[src/rtl/elevator_pkg.sv]
// elevator_pkg
//   Shared definitions for the elevator request latch / scheduler slice.
//   - FLOORS_DEF / FW_DEF : default floor count and floor index width
//   - car_state_e         : status encoding driven by car_indicator
//   - sched_state_e       : LOOK scheduler FSM states
package elevator_pkg;

   localparam int FLOORS_DEF = 5;
   localparam int FW_DEF     = 3;

   // Encoding 3 is reserved by car_indicator and is treated as idle here.
   typedef enum logic [1:0] {
      CAR_IDLE = 2'd0,
      CAR_MOVE = 2'd1,
      CAR_DOOR = 2'd2,
      CAR_RSVD = 2'd3
   } car_state_e;

   typedef enum logic [1:0] {
      SCHED_IDLE = 2'd0,
      SCHED_UP   = 2'd1,
      SCHED_DOWN = 2'd2
   } sched_state_e;

endpackage

[src/rtl/elevator_scheduler_floor_pick.sv]
// floor_pick
//   Combinational nearest-pending-floor search relative to the car.
//   Ports:
//     pend      [FLOORS] in  : pending request bits, bit i = floor i
//     location  [FW]     in  : current car floor
//     dir_up             in  : 1 = search strictly above, 0 = strictly below
//     found              out : a pending floor exists in that direction
//     floor_idx [FW]     out : nearest such floor (lowest above / highest below)
module floor_pick
   import elevator_pkg::*;
#(
   parameter int FLOORS = FLOORS_DEF,
   parameter int FW     = FW_DEF
) (
   input  logic [FLOORS-1:0] pend,
   input  logic [FW-1:0]     location,
   input  logic              dir_up,
   output logic              found,
   output logic [FW-1:0]     floor_idx
);

   // Scan order is chosen so that the last match written is the nearest one:
   // descending for the upward search, ascending for the downward search.
   always_comb begin
      found     = 1'b0;
      floor_idx = '0;
      if (dir_up) begin
         for (int i = FLOORS - 1; i >= 0; i--) begin
            if (pend[i] && (i > int'(location))) begin
               found     = 1'b1;
               floor_idx = FW'(i);
            end
         end
      end else begin
         for (int i = 0; i < FLOORS; i++) begin
            if (pend[i] && (i < int'(location))) begin
               found     = 1'b1;
               floor_idx = FW'(i);
            end
         end
      end
   end

endmodule

[src/rtl/elevator_scheduler.sv]
// elevator_scheduler
//   Latches car-panel and hall-call buttons as pending requests, clears a
//   request when the car's door opens at that floor, and picks the next
//   target floor with a LOOK sweep.
//   Ports:
//     clk, reset (sync, active high), enable (low = freeze everything)
//     btncar/btnout   [FLOORS] in  : car-panel / hall-call buttons (level)
//     car_state       [2]      in  : 0 idle, 1 move, 2 door, 3 = idle
//     location        [FW]     in  : current car floor
//     dest            [FW]     out : registered target floor
//     dest_valid               out : a target exists
//     dir_up                   out : sweep direction (1 = up)
//     btnidccar/btnidcout [FLOORS] out : pending request lamps
//     sched_state_dbg [2]      out : scheduler FSM state (sched_state_e)
//
//   Handshake: there is no valid/ready pair; dest is a level output that is
//   meaningful whenever dest_valid is high, and may change on any cycle.
module elevator_scheduler
   import elevator_pkg::*;
#(
   parameter int FLOORS = FLOORS_DEF,
   parameter int FW     = $clog2(FLOORS)
) (
   input  logic              clk,
   input  logic              reset,
   input  logic              enable,
   input  logic [FLOORS-1:0] btncar,
   input  logic [FLOORS-1:0] btnout,
   input  logic [1:0]        car_state,
   input  logic [FW-1:0]     location,
   output logic [FW-1:0]     dest,
   output logic              dest_valid,
   output logic              dir_up,
   output logic [FLOORS-1:0] btnidccar,
   output logic [FLOORS-1:0] btnidcout,
   output logic [1:0]        sched_state_dbg
);

   logic [FLOORS-1:0] car_req_q, car_req_d;
   logic [FLOORS-1:0] out_req_q, out_req_d;
   sched_state_e      sched_q, sched_d;
   logic [FW-1:0]     dest_q, dest_d;
   logic              dest_valid_q, dest_valid_d;
   logic              dir_up_q, dir_up_d;

   logic [FLOORS-1:0] pend;
   logic [FLOORS-1:0] clr;
   logic              here;
   logic              moving;
   logic              up_found, dn_found;
   logic [FW-1:0]     up_floor, dn_floor;

   assign pend   = car_req_q | out_req_q;
   assign moving = (car_state == CAR_MOVE);

   // One-hot of location while the door is open; an out-of-range location
   // matches no bit, so it clears nothing.
   always_comb begin
      clr  = '0;
      here = 1'b0;
      for (int i = 0; i < FLOORS; i++) begin
         if (i == int'(location)) begin
            clr[i] = (car_state == CAR_DOOR);
            here   = pend[i];
         end
      end
   end

   floor_pick #(.FLOORS(FLOORS), .FW(FW)) u_pick_up (
      .pend      (pend),
      .location  (location),
      .dir_up    (1'b1),
      .found     (up_found),
      .floor_idx (up_floor)
   );

   floor_pick #(.FLOORS(FLOORS), .FW(FW)) u_pick_dn (
      .pend      (pend),
      .location  (location),
      .dir_up    (1'b0),
      .found     (dn_found),
      .floor_idx (dn_floor)
   );

   always_comb begin
      car_req_d    = car_req_q;
      out_req_d    = out_req_q;
      sched_d      = sched_q;
      dest_d       = dest_q;
      dest_valid_d = dest_valid_q;
      dir_up_d     = dir_up_q;

      if (enable) begin
         // Clear is applied after the OR so it wins over a press at the door.
         car_req_d = (car_req_q | btncar) & ~clr;
         out_req_d = (out_req_q | btnout) & ~clr;

         if (pend == '0) begin
            dest_valid_d = 1'b0;
            if (!moving) begin
               sched_d = SCHED_IDLE;
            end
         end else begin
            case (sched_q)
               SCHED_IDLE: begin
                  // Leaving idle sets dest in the same step so a fresh press
                  // reaches dest two cycles after the button.
                  if (here && !moving) begin
                     dest_d       = location;
                     dest_valid_d = 1'b1;
                  end else if (up_found) begin
                     sched_d      = SCHED_UP;
                     dir_up_d     = 1'b1;
                     dest_d       = up_floor;
                     dest_valid_d = 1'b1;
                  end else if (dn_found) begin
                     sched_d      = SCHED_DOWN;
                     dir_up_d     = 1'b0;
                     dest_d       = dn_floor;
                     dest_valid_d = 1'b1;
                  end
               end
               SCHED_UP: begin
                  if (up_found) begin
                     dest_valid_d = 1'b1;
                     // While travelling, only a nearer floor ahead may
                     // replace the current target.
                     if (!moving || (up_floor < dest_q)) begin
                        dest_d = up_floor;
                     end
                  end else if (!moving) begin
                     if (dn_found) begin
                        sched_d  = SCHED_DOWN;
                        dir_up_d = 1'b0;
                     end else begin
                        sched_d = SCHED_IDLE;
                     end
                  end
               end
               SCHED_DOWN: begin
                  if (dn_found) begin
                     dest_valid_d = 1'b1;
                     if (!moving || (dn_floor > dest_q)) begin
                        dest_d = dn_floor;
                     end
                  end else if (!moving) begin
                     if (up_found) begin
                        sched_d  = SCHED_UP;
                        dir_up_d = 1'b1;
                     end else begin
                        sched_d = SCHED_IDLE;
                     end
                  end
               end
               default: begin
                  sched_d = SCHED_IDLE;
               end
            endcase
         end
      end
   end

   always_ff @(posedge clk) begin
      if (reset) begin
         car_req_q    <= '0;
         out_req_q    <= '0;
         sched_q      <= SCHED_IDLE;
         dest_q       <= '0;
         dest_valid_q <= 1'b0;
         dir_up_q     <= 1'b1;
      end else begin
         car_req_q    <= car_req_d;
         out_req_q    <= out_req_d;
         sched_q      <= sched_d;
         dest_q       <= dest_d;
         dest_valid_q <= dest_valid_d;
         dir_up_q     <= dir_up_d;
      end
   end

   assign dest            = dest_q;
   assign dest_valid      = dest_valid_q;
   assign dir_up          = dir_up_q;
   assign btnidccar       = car_req_q;
   assign btnidcout       = out_req_q;
   assign sched_state_dbg = sched_q;

endmodule

[config.mk]
export PLATFORM = sky130hd
export DESIGN_NAME = elevator_scheduler
export DESIGN_NICKNAME = d
export VERILOG_FILES = /design/src/rtl/elevator_pkg.sv /design/src/rtl/elevator_scheduler_floor_pick.sv /design/src/rtl/elevator_scheduler.sv
export SDC_FILE = /design/constraint.sdc
export NUM_CORES = 1
export LEC_CHECK = 0
export BUFFER_PORTS_ARGS = -buffer_cell sky130_fd_sc_hd__buf_2
export CAP_MARGIN = 40
export CORE_ASPECT_RATIO = 0.5
export CORE_MARGIN = 5
export CORE_UTILIZATION = 45
export CTS_BUF_LIST = sky130_fd_sc_hd__clkbuf_4 sky130_fd_sc_hd__clkbuf_8 sky130_fd_sc_hd__clkbuf_16
export DETAILED_ROUTE_END_ITERATION = 8
export GPL_TIMING_DRIVEN = 0
export PLACE_DENSITY = 0.76
export SLEW_MARGIN = 5
export SYNTH_ARGS = -nofsm -noshare
export SYNTH_HDL_FRONTEND = slang
export SYNTH_SLANG_ARGS = --single-unit
[constraint.sdc]
create_clock -name clk -period 7.2 [get_ports clk]
set_clock_uncertainty 0.15 [all_clocks]
set_input_delay 0.36 -clock clk [delete_from_list [all_inputs] [get_ports clk]]
set_output_delay 0.36 -clock clk [all_outputs]
set_load 0.01 [all_outputs]
# Yosys cells after proc, flatten, opt, wreduce, memory -nomap -nowiden
# Cells that the tools add are included.
[totals]
reg_bits = 17
in_bits = 18
output_inout_bits = 17
[op_classes]
magnitude_cmp = 11
eq_ne = 27
n_mux = 61
n_bitwise = 7
n_reduce_logical = 22
[op_table]
columns = ["operator", "n"]
rows = [
  ["3-bit two-way mux", 12],
  ["1-bit two-way mux", 33],
  ["2-bit two-way mux", 12],
  ["2-bit inequality test, second input constant", 9],
  ["8-bit AND reduction", 2],
  ["5-bit OR", 3],
  ["3-bit inequality test, second input constant", 4],
  ["5-bit bitwise AND", 2],
  ["1-bit logical AND", 10],
  ["3-bit equality test, first input constant", 3],
  ["3-bit case mux with 3 select lines", 1],
  ["9-bit AND reduction", 1],
  ["4-bit by 3-bit inequality test with 1-bit output, second input constant", 2],
  ["2-bit by 3-bit > comparator with 1-bit output, first input constant", 2],
  ["1-bit by 3-bit less-than comparator with 1-bit output, first input constant", 2],
  ["2-bit by 3-bit less-than comparator with 1-bit output, first input constant", 2],
  ["3-bit by 2-bit inequality test with 1-bit output, second input constant", 2],
  ["1-bit case mux with 3 select lines", 2],
  ["2-bit case mux with 3 select lines", 1],
  ["5-bit zero test", 1],
  ["5-bit inverter", 1],
  ["2-bit by 1-bit equality test with 1-bit output, second input constant", 2],
  ["2-bit equality test, second input constant", 2],
  ["2-bit by 1-bit inequality test with 1-bit output, second input constant", 2],
  ["14 further kinds", 15],
]

# Depth between registers and ports, before layout
[depth]
ltp_word = 12
mapped_depth = 12
ltp_nobuf = 10

# Cells and area by module
# A second synthesis with hierarchy kept.
[hier_totals]
hier_cells = 242
hier_area_um2 = 1806.7
[by_module_without_submodules]
columns = ["mod", "n_inst", "cells_each", "area_each_um2"]
rows = [
  ["elevator_scheduler", 1, 175, 1361.3],
  ["floor_pick (u_pick_dn)", 1, 35, 227.7],
  ["floor_pick (u_pick_up)", 1, 32, 217.7],
]

# Worst setup path before layout
# No wires, ideal clock.
[synth_path]
kind = "input to register"
startpoint = "input location[1]"
endpoint = "register dest_q[0] (netlist: dest[0])"
setup_ns = 0.072
arrival_time_ns = 2.463
required_time_ns = 6.978
path_slack_ns = 4.515
path_stages = 11
n_path_buf = 1
cell_sequence = "clkbuf_1 nor3_1 and2_1 nor3_1 ha_1 nor2_1 nand2_1 o31ai_1 o2111ai_1 nor3_1 mux2i_1"
[synth_via]
elab_chain_cells = 10
elab_cells_between_ends = 64
classes_between = "order compare (11); eq/ne (9); mux (30); reduce/logical (14)"
[synth_lines]
columns = ["item", "line_no", "text"]
rows = [
  ["start, declared", "elevator_scheduler.sv:30", "input logic [FW-1:0] location,"],
  ["1-bit by 3-bit less-than comparator with 1-bit output / 3-bit > comparator (equally long branches)", "-", ""],
  ["1-bit logical AND, on equally long branches", "-", ""],
  ["1-bit two-way mux / 3-bit two-way mux (equally long branches)", "elevator_scheduler_floor_pick.sv:36, elevator_scheduler_floor_pick.sv:29", ""],
  ["2-bit two-way mux / 3-bit two-way mux (equally long branches) (2 in a row)", "elevator_scheduler_floor_pick.sv:36, elevator_scheduler_floor_pick.sv:29", ""],
  ["3-bit two-way mux, on equally long branches", "elevator_scheduler_floor_pick.sv:36, elevator_scheduler_floor_pick.sv:29", ""],
  ["3-bit > comparator, or another cell as far along", "elevator_scheduler.sv:143", "if (!moving || (dn_floor > dest_q)) begin"],
  ["1-bit logical OR, or another cell as far along", "elevator_scheduler.sv:143", ""],
  ["2-bit inequality test (no source line) / 3-bit two-way mux (equally long branches)", "-", ""],
  ["8-bit AND reduction (no source line) / 3-bit case mux with 3 select lines (equally long branches)", "-", ""],
  ["end signal, assigned", "elevator_scheduler.sv:175", "dest_q <= dest_d;"],
  ["end, declared", "elevator_scheduler.sv:42", "logic [FW-1:0] dest_q, dest_d;"],
]
# Several ways; a longest one is shown, not always the timed one. The select of a mux whose other input is x is not followed.
# A chain may end at the register's enable or synchronous reset.

# Final worst setup path
# Same ends and word-level chain as after synthesis.

==> summary.md <==
| Metric | Value |
|---|---|
| GR Overflow Total | `0` |
| Post-Synth Adder-Cell Area | `6.855%` |
| Commonest cells after routing, fill and taps aside | `35 x buf_2, 26 x nor2_1, 19 x a21oi_1` |
| Antenna Cells | `0` |
| Status | `complete, no violations` |
| Critical path peak fanout | `7` |
| CTS root buffer | `clkbuf_8` |
| Peak supply drop | `about 84 uV` |
| Crit end category | `flop` |
| Initial antenna violation count | `0` |
| Hold-fix buffers at CTS | `0` |
| Sequential fraction of the synthesis area | `a little under a quarter` |
| Syn Area/Cell | `7.301 sq um` |
| Max-Cap Viols | `0` |
| Initial DRC count | `approximately 140` |
| Nets | `about 260` |
| Clock Path Buffers | `2` |
| Least-Margin Pin Slew | `between 0.8 and 0.9 ns` |
| Crit path kind | `in2reg` |
| First-pass DRT Iterations | `4` |
| # IOs | `35` |
| Worst-Skew Late Latency | `0.26 ns` |
| Pin count of the biggest net entering global routing | `11` |
| Fin crit share | `42.34%` |
| Post-CTS setup buffer count | `0` |
| Vias in the first global route | `about 1500` |
| Core area | `roughly 3000 sq um` |
| Synth Area in Simple Gates | `25.88%` |
| Worst setup SP type | `primary input` |
| Main combinational cell family by area after synthesis | `compound AO/OA/AOI/OAI gates` |
| Starting Density | `roughly 48%` |
| Via density | `about 6` |
| CTS tree | `built` |
| #FFs+latches synth | `17` |
| Final setup vio count | `0` |
| GPL Wtd Cong | `0.9638` |
| Most common cell after layout, fill and taps aside | `buf_2` |
| Power per standard cell area | `roughly 200 nW/um^2` |
| Leak | `about 0.7 nW` |
| Hold Startpoint | `btnout[0]` |
| WHS Endpoint | `btnidcout[0]` |
| Library cells used by synthesis | `53` |
| Mapped Area | `~1500 sq um` |
| TNS Setup | `0 ns` |
| Cell taking the most area after synthesis | `dfxtp_1` |
| Complex-gate fraction of the synthesized area | `33.59%` |
| FMAX | `~0.33 GHz` |
| Synthesized instance count | `200` |
| Synth Warn # | `0` |
| Number of synthesized flops with an enable pin | `0` |
| Share of synthesized registers carrying an async set or reset | `0%` |
| Int Pwr | `~210 uW` |
| Drc violations | `0` |
| Port buffer count | `32` |
| Reg2reg end | `dest[0]` |
| HP Class | `in2reg` |
| First-pass GRT wire length | `6844 um` |
| Post-synth net total | `roughly 230` |
| Hold Vio Cnt, Final | `0` |
| GRT Total Usage | `17.91%` |
| Share of cells above drive strength 1 | `19.07%` |
| Clock-pin slew on the worst setup and hold paths | `roughly 0.070 ns` |
| Sw Share | `roughly 40%` |
| Multiplexer share of the synthesized area | `under 10%` |
| Flop pwr share | `approximately 34%` |
| Area growth from synthesis to layout | `17.57%` |
| Hold depth | `3` |
| XOR/XNOR share of the synthesized area | `0%` |
| Post-route insts no fill | `roughly 280` |
| Unrepaired setup endpoints after global routing | `false` |
| Die width | `~91 um` |
| Largest cells by area after synthesis | `dfxtp_1 23%, ha_1 6.9%, nor2_1 6.7%, a21oi_1 6.5%, o21ai_0 3.8%` |
| Post-synth top area share | `roughly a quarter` |
| Htree depth | `1` |
| Die area | `4553 sq um` |
| DP Wirelength | `between 3000 and 4000 um` |
| P_sw | `roughly 140 uW` |
| FF-to-FF setup slack | `4.25 ns` |
| Via count | `around 1600` |
| Worst EP required | `between 7 and 8 ns` |
| PostCTS Resize Cnt | `0` |
| Num rows | `14` |
| Die Y | `slightly above 50 um` |
| Cells after DPL | `272` |
| Combinational share of power | `roughly 45%` |
| Max Slew Vio Count | `0` |
| Number of routed nets with antenna violations | `0` |
| Crit path arrival time | `between 3 and 4 ns` |
| Critical R2R Launch | `btnidccar[2]` |
| Wirelength, routed | `between 4000 and 5000 um` |
| Clock sinks | `17` |
| Top_reg_cell synth | `dfxtp_1` |
| Slew margin rel. | `between 40% and 50%` |
| CTS Buf Count | `3` |
| Worst reg2reg path depth | `11` |
| Clock Power Share | `a little over a fifth` |
| DR WL/cell | `14.99 um` |
| Final min period | `slightly above 3 ns` |
critical path, stage by stage:
cell,delay [ns]
clkbuf_1,0.15
nor3_1,0.52
and2_1,0.30
nor3_1,0.08
ha_1,0.23
nor2_1,0.13
nand2_1,0.06
o31ai_1,0.26
o2111ai_1,0.16
nor3_1,0.57
mux2i_1,0.25
layer usage:
metal / routed length (um) / share of wire (%) / vias to the layer above / global-route usage (%)
met5: 0 / 0 / - / 0
met4: 29 / 0.70 / 0 / 3.960
met3: 330 / 8.0 / 2 / 4.478
met2: 1776 / 43 / 73 / 27.35
met1: 2000 / 48 / 737 / 25.47
li1: - / - / 819 / -
power by group through the flow:
stage	combinational, mW	sequential, mW	clock [mW]
detailed placement	0.151	0.120	0
global placement	0.149	0.119	0
finish	0.154	0.118	0.0735
CTS	0.152	0.118	0.0742
floorplan	0.105	0.124	0
global route	0.171	0.119	0.0802
kinds of logic (layout without fill, tap and decap cells):
family,after synthesis,after routing
AND/OR/NAND/NOR,76,76
AO/OA/AOI/OAI,72,72
buffers and inverters,21,57
flip-flops,17,17
adder cells (fa/ha/maj),8,8
multiplexers,6,6
how the worst max path moves through the flow:
stage	from	endpoint	slack, ns	depth (start not counted)
4_1_cts	location[1]	dest[0]	4.23	11
3_3_place_gp	location[1]	dest[2]	3.99	11
6_report	location[1]	dest[0]	4.15	11
5_1_grt	location[2]	dest[0]	3.94	12
2_1_floorplan	location[1]	dest[0]	4.52	11
3_5_place_dp	location[1]	dest[0]	3.97	11
stage by stage:
step	setup WS (ns)	area [sq um]	util (%)	hold slack [ns]	power (mW)
global placement	3.989	1670	54.80	0.3196	0.2682
global route	3.944	1717	56.32	0.1802	0.3705
finish	4.151	1717	56.32	0.1863	0.3454
detailed placement	3.970	1670	54.80	0.3329	0.2708
CTS	4.230	1717	56.32	0.1874	0.3439
floorplan	4.515	1460	-	0.3547	0.2282
area by class of cell:
cell class                 instances  area (sq um)
fill                             297          1331
multi-input combinational        162          1030
sequential                        17         340.3
timing repair buffer              32         160.2
buffer                            12         56.30
tap                               40         50.05
clock buffer                       3         41.29
inverter                           9         33.78
clock inverter                     1         5.005
flip-flops by register name, indices dropped and copies added, names as in the netlist:
name,cells
btnidcout,5
sched_state_dbg,2
btnidccar,5
dest_valid,1
dest,3
dir_up,1
Yosys cell counts (2+ instances only):
cell and instances:
a41o_1 2, nor2b_1 2, nor3_1 9, o22ai_1 2
a21oi_1 19, nand3_1 2, mux2i_1 5, a31o_2 2
nand3b_1 2, or4_1 2, dfxtp_1 17, nand2b_1 5
nand2_1 14, o211ai_1 3, inv_1 9, o21bai_1 2
nor3b_1 2, o2111ai_1 3, clkbuf_1 8, o21a_1 3
nor4_1 2, or2_0 2, and2_1 2, a21o_1 2
o311ai_0 2, a31oi_1 5, nor2_1 26, a211oi_1 2
o21ai_0 11, ha_1 8, buf_2 3
(Power assumes the default switching activity.)
